`src/rtl/pixel_raster_core.sv`:
```
// ----------------------------------------------------------------------------
// pixel_raster_core
//
// Two-stage rectangle rasterizer. Up to NUM_POLY rectangle slots are programmed
// through a shadow bank and committed to an active bank at frame start
// (cmp_en=1 at row 0, col 0). Each accepted pixel is tested against every
// enabled active slot. The lowest-index hit wins. A hit slot may apply
// checkerboard shading on odd-parity pixels. Where no slot hits, the pixel
// takes the background colour.
//
// Ports
//   clk, rst_n        clock; asynchronous active-low reset
//   cmp_en            pixel is in the active area and is rasterized
//   pixel_row/col     current pixel coordinates (9 / 10 bits)
//   background_color  colour used where no enabled slot hits
//   en_polygon        per-slot enable, sampled with the pixel
//   cfg_we/cfg_idx    shadow-slot write strobe and index (out-of-range ignored)
//   cfg_x0/x1/y0/y1   inclusive rectangle bounds
//   cfg_color/shade   slot colour and checkerboard-shading flag
//   pixel_out/valid   registered result, two clocks after the pixel input
// ----------------------------------------------------------------------------
module pixel_raster_core #(
    parameter int NUM_POLY = 4,
    parameter int COLOR_W  = 6,
    localparam int IDX_W   = (NUM_POLY > 1) ? $clog2(NUM_POLY) : 1
) (
    input  logic                clk,
    input  logic                rst_n,
    input  logic                cmp_en,
    input  logic [8:0]          pixel_row,
    input  logic [9:0]          pixel_col,
    input  logic [COLOR_W-1:0]  background_color,
    input  logic [NUM_POLY-1:0] en_polygon,
    input  logic                cfg_we,
    input  logic [IDX_W-1:0]    cfg_idx,
    input  logic [9:0]          cfg_x0,
    input  logic [9:0]          cfg_x1,
    input  logic [8:0]          cfg_y0,
    input  logic [8:0]          cfg_y1,
    input  logic [COLOR_W-1:0]  cfg_color,
    input  logic                cfg_shade,
    output logic [COLOR_W-1:0]  pixel_out,
    output logic                pixel_valid
);

    typedef struct packed {
        logic [9:0]         x0;
        logic [9:0]         x1;
        logic [8:0]         y0;
        logic [8:0]         y1;
        logic [COLOR_W-1:0] color;
        logic               shade;
    } slot_t;

    // x0 > x1 makes the slot empty, so a reset slot can never hit.
    localparam slot_t SLOT_RESET = '{
        x0: 10'd1, x1: 10'd0, y0: 9'd0, y1: 9'd0, color: '0, shade: 1'b0
    };

    // Shading keeps the MSB of each 2-bit channel: pattern 10..10.
    function automatic logic [COLOR_W-1:0] shade_mask_f();
        logic [COLOR_W-1:0] m;
        m = '0;
        for (int k = 0; k < COLOR_W; k++) begin
            m[k] = (k % 2) == 1;
        end
        return m;
    endfunction

    localparam logic [COLOR_W-1:0] SHADE_MASK = shade_mask_f();

    // ------------------------------------------------------------------
    // Slot banks
    // ------------------------------------------------------------------
    slot_t shadow_q [NUM_POLY];
    slot_t active_q [NUM_POLY];

    logic  frame_start;
    logic  cfg_wr;
    slot_t cfg_slot;

    assign frame_start = cmp_en && (pixel_row == 9'd0) && (pixel_col == 10'd0);
    assign cfg_wr      = cfg_we && (32'(cfg_idx) < NUM_POLY);
    assign cfg_slot    = '{x0: cfg_x0, x1: cfg_x1, y0: cfg_y0, y1: cfg_y1,
                           color: cfg_color, shade: cfg_shade};

    // NOTE: both banks are reset (unlike the pipeline data below) because a
    // slot must read as never-hit straight out of reset. Non-blocking
    // assignments make the frame-start copy take the pre-write shadow
    // contents when a write lands on the same edge.
    always_ff @(posedge clk or negedge rst_n) begin
        if (!rst_n) begin
            for (int i = 0; i < NUM_POLY; i++) begin
                shadow_q[i] <= SLOT_RESET;
                active_q[i] <= SLOT_RESET;
            end
        end else begin
            if (frame_start) begin
                for (int i = 0; i < NUM_POLY; i++) begin
                    active_q[i] <= shadow_q[i];
                end
            end
            if (cfg_wr) begin
                shadow_q[cfg_idx] <= cfg_slot;
            end
        end
    end

    // ------------------------------------------------------------------
    // Stage 1: hit test against the active bank as it stands this cycle
    // ------------------------------------------------------------------
    logic [NUM_POLY-1:0] hit_d;

    // NOTE: every always_comb output gets a default before any condition,
    // so no path leaves it unassigned and no latch is inferred.
    always_comb begin
        hit_d = '0;
        for (int i = 0; i < NUM_POLY; i++) begin
            // Inverted bounds fail one of the two range tests automatically.
            hit_d[i] = en_polygon[i]
                    && (pixel_col >= active_q[i].x0) && (pixel_col <= active_q[i].x1)
                    && (pixel_row >= active_q[i].y0) && (pixel_row <= active_q[i].y1);
        end
    end

    logic                valid1_q;
    logic [NUM_POLY-1:0] hit_q;
    logic                parity_q;
    logic [COLOR_W-1:0]  bg_q;
    logic [COLOR_W-1:0]  color_q [NUM_POLY];
    logic [NUM_POLY-1:0] shade_q;

    always_ff @(posedge clk or negedge rst_n) begin
        if (!rst_n) begin
            valid1_q <= 1'b0;
        end else begin
            valid1_q <= cmp_en;
        end
    end

    // Stage-1 data is only meaningful alongside valid1_q, so it carries no
    // reset. Slot colours are captured here so that a frame-start commit
    // cannot change the colour of a pixel already past its hit test.
    always_ff @(posedge clk) begin
        hit_q    <= hit_d;
        parity_q <= pixel_row[0] ^ pixel_col[0];
        bg_q     <= background_color;
        for (int i = 0; i < NUM_POLY; i++) begin
            color_q[i] <= active_q[i].color;
            shade_q[i] <= active_q[i].shade;
        end
    end

    // ------------------------------------------------------------------
    // Stage 2: priority select, shading, output register
    // ------------------------------------------------------------------
    logic [COLOR_W-1:0] sel_color;
    logic               found;

    always_comb begin
        sel_color = bg_q;
        found     = 1'b0;
        for (int i = 0; i < NUM_POLY; i++) begin
            if (!found && hit_q[i]) begin
                found     = 1'b1;
                sel_color = (shade_q[i] && parity_q) ? (color_q[i] & SHADE_MASK)
                                                     : color_q[i];
            end
        end
    end

    always_ff @(posedge clk or negedge rst_n) begin
        if (!rst_n) begin
            pixel_out   <= '0;
            pixel_valid <= 1'b0;
        end else begin
            pixel_out   <= valid1_q ? sel_color : '0;
            pixel_valid <= valid1_q;
        end
    end

endmodule

```
`config.mk`:
```
export PLATFORM = sky130hd
export DESIGN_NAME = pixel_raster_core
export DESIGN_NICKNAME = d
export VERILOG_FILES = /design/src/rtl/pixel_raster_core.sv
export SDC_FILE = /design/constraint.sdc
export NUM_CORES = 1
export LEC_CHECK = 0
export CORE_AREA = 2 2 216 218
export DETAILED_ROUTE_END_ITERATION = 10
export DIE_AREA = 0 0 218 220
export HOLD_SLACK_MARGIN = 0.1
export PLACE_DENSITY = 0.66
export SYNTH_ARGS = -nofsm -noshare
export SYNTH_HDL_FRONTEND = slang
export SYNTH_SLANG_ARGS = --single-unit
```
`constraint.sdc`:
```
create_clock -name clk -period 4 [get_ports clk]
set_input_delay 0.8 -clock clk [delete_from_list [all_inputs] [get_ports clk]]
set_output_delay 0.8 -clock clk [all_outputs]
set_load 0.05 [all_outputs]
```
==> results of run 1 <==
## kinds of logic (layout without fill, tap and decap cells)
group	count (synthesis)	after routing
AOI/OAI and AO/OA	285	285
muxes	228	228
other	0	2
adders and majority gates	152	152
buffers and inverters	203	339
xor gates and xnor gates	1	1
and+or+nand+nor	265	265
DFF	407	407
## power groups by stage
stage	registers, mW	clock network, mW	logic, mW
global route	4.69	4.48	0.848
CTS	4.65	4.31	0.781
detailed placement	4.72	0	0.777
finish	4.65	4.21	0.767
floorplan	4.67	0	0.431
global placement	4.70	0	0.750
## routing by layer
| metal | vias up | GRT usage | wire (um) |
|---|---|---|---|
| met5 | - | 0 | 13 |
| met4 | 2 | 0.0710 | 1240 |
| met3 | 72 | 0.0320 | 2010 |
| met2 | 267 | 0.299 | 20000 |
| met1 | 5882 | 0.236 | 18800 |
| li1 | 5534 | - | - |
## stage by stage
| step | util | cell area (um^2) | std cells | hold WS [ns] | power [mW] |
|---|---|---|---|---|---|
| after global routing | 0.464 | 21300 | 2284 | 0.295 | 10.0 |
| final | 0.464 | 21300 | 2286 | 0.253 | 9.62 |
| after CTS | 0.464 | 21300 | 2284 | 0.268 | 9.74 |
| after floorplan | - | 18100 | 1541 | 0.344 | 5.10 |
| after global placement | 0.431 | 19800 | 2206 | 0.351 | 5.45 |
| after detailed placement | 0.431 | 19800 | 2206 | 0.357 | 5.50 |
## cells in the final DEF, fill, tap and decap left out, drive strengths merged, types with 11 or more instances in the layout
cell type,n
inv,148
a211oi,15
nor2,25
nand2,172
nand4,16
buf,29
nand3,15
a21oi,50
a21o,11
ha,152
mux2,225
dfxtp,39
dfrtp,360
clkbuf,65
clkdlybuf4s50,85
o21ai,162
## area by class of cell
cell class | count | area, um^2 | area share
inverters | 147 | 552 | 0.0259
clock inverters | 13 | 226 | 0.0106
multi-input cells | 931 | 7260 | 0.342
repair buffers | 114 | 1190 | 0.0559
flip-flops and latches | 407 | 10000 | 0.470
clock buffers | 65 | 1270 | 0.0598
diodes | 2 | 5.00 | 0.000235
well taps | 607 | 759 | 0.0357
## state kept, by name (all words and copies together), names as in the netlist
register	cells
hit_q	4
valid1_q	1
shade_q	4
pixel_out	6
shadow_q	180
color_q	24
pixel_valid	1
parity_q	1
active_q	180
bg_q	6
## worst max-delay path: stages
cell and delay [ns]:
clkdlybuf4s50_1 0.75, inv_1 0.30, ha_1 0.36, nor2b_1 0.12, o21ai_0 0.13, nand3_1 0.14
a21boi_0 0.10, o21ai_0 0.58, a211oi_1 0.17
## path summary, 6_finish.rpt
path                       slack [ns]                   endpoint
min in group clk                 0.37         shade_q[0]$_DFF_P_
max reg2reg                      1.72           hit_q[3]$_DFF_P_
min reg2reg                      0.37         shade_q[0]$_DFF_P_
max                              0.94           hit_q[2]$_DFF_P_
max in group asynchronous        2.79  shadow_q[170]$_DFFE_PN1P_
min                              0.25     pixel_out[2]$_DFF_PN0_
==> summary.md, run 1 <==
| Metric | Value |
|---|---|
| Status | `finished, final reports clean` |
| Mapped Nets | `1,773` |
| Reg clk slew, reported paths | `0.06 ns` |
| Hold crit path type | `input pin to asynchronous set/reset pin` |
| Arr. time, crit path | `3.46 ns` |
| Post-synth top area cell | `dfrtp_1` |
| Pint | `7.47 mW` |
| Switching power | `2.15 mW` |
| Sink Count | `407` |
| Die H | `220 um` |
| Die W | `218 um` |
| CP Launch Point | `pixel_col[0]` |
| # DRC | `0` |
| Data required time at the worst endpoint | `4.40 ns` |
| Routed len/inst | `18.4 um` |
| Clock root buffer | `clkbuf_16` |
| Post-synthesis simple-gate area fraction | `0.0638` |
| Largest buffer count on any clock path | `3` |
| Slew headroom | `0.413` |
| Count of pins over their slew limit | `0` |
| Leakage | `9.99 nW` |
| H-Tree Depth | `2` |
| Worst R2R Path Depth | `8` |
| Synth area leaders | `dfrtp_1 (50%), mux2_2 (14%), ha_1 (11%), o21ai_0 (4.5%), dfxtp_1 (4.3%)` |
| Main combinational cell family by area after synthesis | `multiplexers` |
| Post-synthesis mux area share | `0.142` |
| Placer congestion estimate | `0.835` |
| First-pass GRT wire length | `67,300 um` |
| Final-stage net count | `1,877` |
| Compound-gate portion of the synthesized area | `0.0898` |
| Power density over the cells | `453 nW/um^2` |
| Sw Ratio | `0.223` |
| Yosys Warn Count | `0` |
| Post-synthesis cell type count | `43` |
| Initial core utilization | `0.394` |
| CTS Buf Count | `44` |
| Post-CTS Resized | `0` |
| Number of synthesized flops with an enable pin | `0` |
| Via Count | `11,800` |
| WL final | `42,000 um` |
| Async set or reset register ratio after synthesis | `0.904` |
| Core ar. | `45,900 um^2` |
| Final global-route overflow total | `0` |
| Die area | `48,000 um^2` |
| #FFs+latches synth | `407` |
| Filler Cell Count | `4,200` |
| Drt pass-1 iters | `5` |
| Finish-stage setup viols | `0` |
| Tightest Pin Transition | `0.875 ns` |
| CP Class | `input pin to flip-flop` |
| TritonCTS clock tree | `built` |
| RSZ-0062 raised after global routing | `no` |
| Largest net degree at the start of global routing | `115` |
| Vias per cell | `5.14` |
| Mapped Avg Cell Area | `11.7 um^2` |
| Critical Path End Type | `flip-flop` |
| Sequential share of power | `0.483` |
| Sequential element share of the synthesized area | `0.553` |
| Clk Latency, worst-skew pair | `0.56 ns` |
| Setup WS pre-CTS | `0.391 ns` |
| Synth cell count leaders | `dfrtp_1 (360), mux2_2 (225), nand2_1 (172)` |
| Top cell type's share of synthesized area | `0.498` |
| Vias in the first global route | `12,200` |
| Post-synthesis instance total | `1,541` |
| Crit path time final | `3.06 ns` |
| Adder-cell share of the synthesized area | `0.105` |
| Netlist Area Pre-Place | `18,100 um^2` |
| Hold_buf cts | `0` |
| Layout cell share with drive strength beyond 1 | `0.197` |
| Synth Area in XOR/XNOR | `0.000484` |
| Most frequent cell after synthesis | `dfrtp_1` |
| Initial antenna violation count | `3` |
| GRT Overall Usage | `0.181` |
| Clock Power Share | `0.437` |
| Max cap viols | `0` |
| Clock skew | `0.0162 ns` |
| Endpoints failing hold | `0` |
| Final ANT Viol Nets | `0` |
| Startpoint Class | `input pin` |
| Area Growth Syn to Fin | `17.5%` |
| Critical Path Fanout Max | `8` |
| Comb pwr share | `0.080` |
| Postcts setup bufs | `0` |
| Primary FF master, synth | `dfrtp_1` |
| Accumulated negative setup slack | `0 ns` |
| Worst Setup Slack, final | `0.942 ns` |
| DR iter-0 viols | `713` |
| Worst r2r src | `active_q[29]$_DFFE_PN0P_` |
| Final Cycle Share | `0.765` |
| Placement Rows | `79` |
| Post-DP HPWL | `28,400 um` |
| Max Fclk | `0.327 GHz` |
| Max VDD drop | `0.000324 V` |
| PortBufs | `86` |
| I/O pin count | `87` |
No activity file was read; power rests on OpenSTA's default activity.
==> run 2: changes to the inputs <==
==> constraint.sdc (replaced) <==
create_clock -name clk -period 3 [get_ports clk]
set_input_delay 0.6 -clock clk [delete_from_list [all_inputs] [get_ports clk]]
set_output_delay 0.6 -clock clk [all_outputs]
set_load 0.05 [all_outputs]
==> run 2 against run 1 <==
  * Critical endpoint is now hit_q[3]$_DFF_P_
  * Highest routed layer is now met4
  * Clock skew down 0.0031 ns
  * Combinational power is 38% higher
  * Cell count up 1.6%
  * Sequential power is 33% higher
  * Critical path depth decreased by 2
  * Utilization rose by 0.67 points
==> summary.md, run 2 (synthesis results as in run 1) <==
| Metric | Value |
|---|---|
| Hold crit path type | `flip-flop to flip-flop` |
| Die area | `48,000 um^2 (unchanged)` |
| Arr. time, crit path | `3.37 ns (-0.09 ns)` |
| # DRC | `0 (unchanged)` |
| Layout cell share with drive strength beyond 1 | `0.216 (+0.0195)` |
| Drt pass-1 iters | `5 (unchanged)` |
| H-Tree Depth | `2 (unchanged)` |
| Critical Path Fanout Max | `6 (-2)` |
| Util after Layout | `0.470 (+0.00668)` |
| Reg2reg end | `hit_q[3]$_DFF_P_` |
| Sink Count | `407 (unchanged)` |
| I/O pin count | `87 (unchanged)` |
| Post-DP HPWL | `29,100 um (+2.4%)` |
| Largest net degree at the start of global routing | `92 (-20%)` |
| Largest buffer count on any clock path | `3 (unchanged)` |
| Startpoint Class | `input pin` |
| Via Count | `11,800 (+0.36%)` |
| Count of pins over their slew limit | `0 (unchanged)` |
| First-pass GRT wire length | `67,400 um (+0.22%)` |
| Post-CTS Resized | `0 (unchanged)` |
| Clock root buffer | `clkbuf_16` |
| CP Class | `input pin to flip-flop` |
| Final global-route overflow total | `0 (unchanged)` |
| Filler Cell Count | `4,139 (-1.5%)` |
| HP Start | `active_q[51]$_DFFE_PN0P_` |
| CTS Buf Count | `43 (-2.3%)` |
| Max cap viols | `0 (unchanged)` |
| Placement Rows | `79 (unchanged)` |
| Placer congestion estimate | `0.839 (+0.46%)` |
| R2R setup slack | `0.39 ns (-1.33 ns)` |
| Final-stage net count | `1,919 (+2.2%)` |
| Hold path depth | `0` |
| Reg clk slew, reported paths | `0.06 ns (about the same)` |
| Leakage | `10.2 nW (+2.1%)` |
| Finish-stage setup viols | `0 (unchanged)` |
| Die H | `220 um (unchanged)` |
| Max VDD drop | `0.000388 V (+20%)` |
| Core ar. | `45,900 um^2 (unchanged)` |
| Clock skew | `0.0131 ns (-0.00313 ns)` |
| Power density over the cells | `573 nW/um^2 (+27%)` |
| Hold Path Sink | `color_q[2][5]$_DFF_P_` |
| Slew headroom | `0.258 (-0.155)` |
| Data required time at the worst endpoint | `3.46 ns (-0.94 ns)` |
| Vias in the first global route | `12,400 (+1.3%)` |
| Routed len/inst | `18.1 um (-1.5%)` |
| Crit path time final | `2.90 ns` |
| Area Growth Syn to Fin | `19.2%` |
| Commonest non-fill, non-tap cells in the layout | `dfrtp_1 (360), mux2_2 (225), nand2_1 (172)` |
| Initial core utilization | `0.394 (unchanged)` |
| GRT Overall Usage | `0.181 (about the same)` |
| Worst r2r src | `active_q[28]$_DFFE_PN0P_` |
| Status | `finished, final reports clean` |
| Max Fclk | `0.344 GHz` |
| RSZ-0062 raised after global routing | `no` |
| Vias per cell | `5.08 (-1.2%)` |
| Clk Latency, worst-skew pair | `0.56 ns (about the same)` |
| Fin Hold WS | `0.359 ns (+0.106 ns)` |
| PortBufs | `86 (unchanged)` |
| Tightest Pin Transition | `1.08 ns (+0.210 ns)` |
| Critical Path End Type | `flip-flop` |
| Final ANT Viol Nets | `0 (unchanged)` |
| Die W | `218 um (unchanged)` |
| Pwr Total | `12.4 mW (+28%)` |
| Largest regs | `active_q x180, shadow_q x180, color_q x24` |
| Final Cycle Share | `0.968` |
| WL final | `42,100 um (+0.12%)` |
| TritonCTS clock tree | `built` |
| Initial antenna violation count | `1 (-2)` |
| Worst R2R Path Depth | `8 (unchanged)` |
| DR iter-0 viols | `641 (-10%)` |
| Commonest non-fill, non-tap cell in the layout | `dfrtp_1` |
| Endpoints failing hold | `0 (unchanged)` |
## run 2: cell types whose count changed in the layout (fill, tap and decap cells not counted), sizes merged
cell / before / now
bufinv: 6 / 0
clkbuf: 65 / 67
buf: 29 / 71
dlygate4sd3: 0 / 1
diode: 2 / 1
inv: 148 / 149
clkinvlp: 3 / 1
## run 2: what timing repair did
item                       in CTS  in global routing
setup buffers                   0                  0
hold buffers                    1                  0
hold endpoints to repair       66                  0
setup endpoints to repair       0                  0
## run 2: layout make-up
class	instances	area (um^2)	share of cell area
diodes	1	2.50	0.000116
clock buffers	67	1320	0.0610
clock inverters	6	40.0	0.00186
inverters	147	552	0.0256
multi-input cells	931	7260	0.337
flip-flops and latches	407	10000	0.464
well taps	607	759	0.0352
repair buffers	157	1640	0.0760
## run 2: worst max-delay path by stage
stage | slack (ns) | depth (start not counted) | from | endpoint
3_3_place_gp | -0.40 | 8 | pixel_col[1] | hit_q[3]$_DFF_P_
4_1_cts | 0.16 | 7 | pixel_col[7] | hit_q[3]$_DFF_P_
6_report | 0.1 | 7 | pixel_col[7] | hit_q[3]$_DFF_P_
5_1_grt | 0.03 | 10 | pixel_col[0] | hit_q[3]$_DFF_P_
2_1_floorplan | 1.01 | 7 | pixel_row[6] | hit_q[0]$_DFF_P_
3_5_place_dp | -0.43 | 7 | pixel_col[7] | hit_q[3]$_DFF_P_
## run 2: power breakdown
part           switching (mW)  internal (mW)  leakage [nW]
combinational           0.476          0.586          5.20
sequential              0.238           5.96          4.33
clock                    2.10           3.00         0.669
total                    2.81           9.55          10.2
## run 2: routing by layer
layer  track usage  wire length (um)  part of all wire
met4        0.0562              1030             0.025
met5             0                 0                 0
met1         0.239             19200              0.46
met3        0.0302              1650             0.039
met2         0.303             20200              0.48
## run 2: stage by stage
stage | instance area [um^2] | cells | TNS (ns) | worst slack, ns
global route | 21600 | 2323 | 0 | 0.0268
detailed placement | 20200 | 2248 | -1.14 | -0.425
floorplan | 18100 | 1541 | 0 | 1.01
global placement | 20200 | 2248 | -0.440 | -0.399
CTS | 21600 | 2322 | 0 | 0.157
finish | 21600 | 2323 | 0 | 0.0970
## run 2: critical path, stage by stage
cell and delay (ns):
clkdlybuf4s50_1 0.78, ha_1 0.34, a21oi_1 0.18, nor2_1 0.07, a2111oi_0 0.94, o221ai_1 0.25, a211oi_1 0.21
==> run 3: changes to the inputs <==
==> config.mk (replaced) <==
export PLATFORM = sky130hd
export DESIGN_NAME = pixel_raster_core
export DESIGN_NICKNAME = d
export VERILOG_FILES = /design/src/rtl/pixel_raster_core.sv
export SDC_FILE = /design/constraint.sdc
export NUM_CORES = 1
export LEC_CHECK = 0
export CORE_AREA = 2 2 253 255
export DETAILED_ROUTE_END_ITERATION = 10
export DIE_AREA = 0 0 255 257
export HOLD_SLACK_MARGIN = 0.1
export PLACE_DENSITY = 0.54
export SYNTH_ARGS = -nofsm -noshare
export SYNTH_HDL_FRONTEND = slang
export SYNTH_SLANG_ARGS = --single-unit
==> run 3 against run 2 <==
  * Critical path depth grew 3
  * Design area grew 2.0%
  * Non-clock buffer count shrank 7
  * Global-route usage shrank 4.6 points
  * Fmax grew 3.8%
  * Cell count grew 10%
  * Clock power grew 12%
  * Clock skew grew 0.0060 ns
  * Register-to-register slack lost 0.03 ns
  * Critical path type unchanged
  * Largest cell class unchanged
  * Largest power group unchanged
  * Highest routed layer is now met5
==> summary.md, run 3 (synthesis results as in run 1) <==
| Metric | Value |
|---|---|
| Placed cells | `2,480 (+10%)` |
| Die H | `257 um (+17%)` |
| Clock skew | `0.0190 ns (+0.00597 ns)` |
| Startpoint Class | `input pin` |
| Drt pass-1 iters | `5 (unchanged)` |
| Reg clk slew, reported paths | `0.06 ns (about the same)` |
| Sink Count | `407 (unchanged)` |
| Postcts setup bufs | `0 (unchanged)` |
| CP Class | `input pin to flip-flop` |
| Accumulated negative setup slack | `0 ns (unchanged)` |
| Final global-route overflow total | `0 (unchanged)` |
| DR iter-0 viols | `501 (-22%)` |
| Count of pins over their slew limit | `0 (unchanged)` |
| CTS Buf Count | `46 (+7.0%)` |
| Leakage | `10.2 nW (+0.40%)` |
| Critical Path End Type | `flip-flop` |
| Max Fclk | `0.357 GHz (+3.8%)` |
| Largest buffer count on any clock path | `3 (unchanged)` |
| Slew headroom | `0.352 (+0.0936)` |
| Hold_buf cts | `1 (unchanged)` |
| # DRC | `0 (unchanged)` |
| Die area | `65,500 um^2 (+37%)` |
| Critical Path Fanout Max | `5 (-1)` |
| Largest regs | `active_q x180, shadow_q x180, color_q x24` |
| Util after Layout | `0.351 (-0.120)` |
| Via Count | `11,600 (-1.3%)` |
| PortBufs | `86 (unchanged)` |
| Endpoints failing hold | `0 (unchanged)` |
| Hold crit path type | `flip-flop to flip-flop` |
| Post-DP HPWL | `29,900 um (+2.7%)` |
| Finish-stage setup viols | `0 (unchanged)` |
| GRT Overall Usage | `0.135 (-0.0460)` |
| Initial core utilization | `0.288 (-0.106)` |
| Status | `finished, final reports clean` |
| Max cap viols | `0 (unchanged)` |
| Max VDD drop | `0.000366 V (-5.6%)` |
| Area Growth Syn to Fin | `21.6%` |
| Vias in the first global route | `12,200 (-1.2%)` |
| Core ar. | `62,700 um^2 (+37%)` |
| Power density over the cells | `589 nW/um^2 (+2.8%)` |
| Commonest non-fill, non-tap cell in the layout | `dfrtp_1` |
| Final ANT Viol Nets | `0 (unchanged)` |
| Pwr Total | `13.0 mW (+4.8%)` |
| Placer congestion estimate | `0.828 (-1.3%)` |
| I/O pin count | `87 (unchanged)` |
| Arr. time, crit path | `3.28 ns (-0.09 ns)` |
| Tightest Pin Transition | `0.947 ns (-0.137 ns)` |
| Die W | `255 um (+17%)` |
| Filler Cell Count | `6,224 (+50%)` |
| Final Cycle Share | `0.933 (-0.0351)` |
| First-pass GRT wire length | `69,000 um (+2.3%)` |
| Vias per cell | `4.54 (-11%)` |
| Largest net degree at the start of global routing | `83 (-9.8%)` |
| Layout cell share with drive strength beyond 1 | `0.216 (-0.000252)` |
| RSZ-0062 raised after global routing | `no` |
| Clock root buffer | `clkbuf_16` |
| Placement Rows | `92 (+16%)` |
| Routed len/inst | `16.8 um (-7.2%)` |
| Clk Latency, worst-skew pair | `0.58 ns (+0.02 ns)` |
| Final non-filler cell total | `2,564 (+10%)` |
| H-Tree Depth | `2 (unchanged)` |
| Final-stage net count | `1,915 (-0.21%)` |
| Initial antenna violation count | `1 (unchanged)` |
| Data required time at the worst endpoint | `3.48 ns (+0.02 ns)` |
| Fin Hold WS | `0.354 ns (-0.00431 ns)` |
| TritonCTS clock tree | `built` |
| Post-CTS Resized | `0 (unchanged)` |
| Commonest non-fill, non-tap cells in the layout | `dfrtp_1 (360), mux2_2 (225), nand2_1 (172)` |
| WL final | `43,100 um (+2.4%)` |
| Crit path time final | `2.80 ns (-0.105 ns)` |
-- run 3: path summary, 6_finish.rpt --
path / cells after the start / slack, ns / from / to
setup / recovery: 10 / 0.20 / pixel_col[0] / hit_q[3]$_DFF_P_
hold / removal: 0 / 0.35 / active_q[46]$_DFFE_PN0P_ / color_q[2][0]$_DFF_P_
setup reg to reg: 8 / 0.36 / active_q[28]$_DFFE_PN0P_ / hit_q[3]$_DFF_P_
hold reg to reg: 0 / 0.35 / active_q[46]$_DFFE_PN0P_ / color_q[2][0]$_DFF_P_
max in group asynchronous: 3 / 1.63 / rst_n / active_q[49]$_DFFE_PN0P_
min in group asynchronous: 2 / 0.57 / rst_n / shadow_q[171]$_DFFE_PN0P_
-- run 3: power by group --
group          total, mW  switching [mW]  internal, mW
clock               5.70            2.28          3.42
sequential          6.20           0.235          5.96
combinational       1.05           0.466         0.581
-- run 3: cell type report --
cell class,count,area [um^2],area share
sequential,407,10000,0.455
multi-input combinational,931,7260,0.330
timing repair buffer,150,1590,0.0721
clock buffer,66,1330,0.0604
tap,846,1060,0.0481
inverter,147,552,0.0251
clock inverter,16,206,0.00939
antenna,1,2.50,0.000114
-- run 3: metal layers --
| metal | wire (um) | GRT usage |
|---|---|---|
| met5 | 13 | 0 |
| met4 | 969 | 0.0369 |
| met3 | 1680 | 0.0261 |
| met2 | 20100 | 0.219 |
| met1 | 20300 | 0.182 |
-- run 3: worst max-delay path: stages --
cell and delay [ns]:
clkdlybuf4s50_1 0.48, inv_1 0.18, buf_4 0.19, ha_1 0.16, nor2b_1 0.04, o21bai_1 0.11, a31oi_1 0.09, a2111oi_0 0.82
o221ai_1 0.35, a211oi_1 0.25
-- run 3: stage by stage --
step / instance area, um^2 / setup slack (ns)
5_1_grt: 22000 / 0.0736
3_5_place_dp: 20400 / -0.467
2_1_floorplan: 18100 / 1.01
4_1_cts: 22000 / 0.106
3_3_place_gp: 20400 / -0.452
6_report: 22000 / 0.202
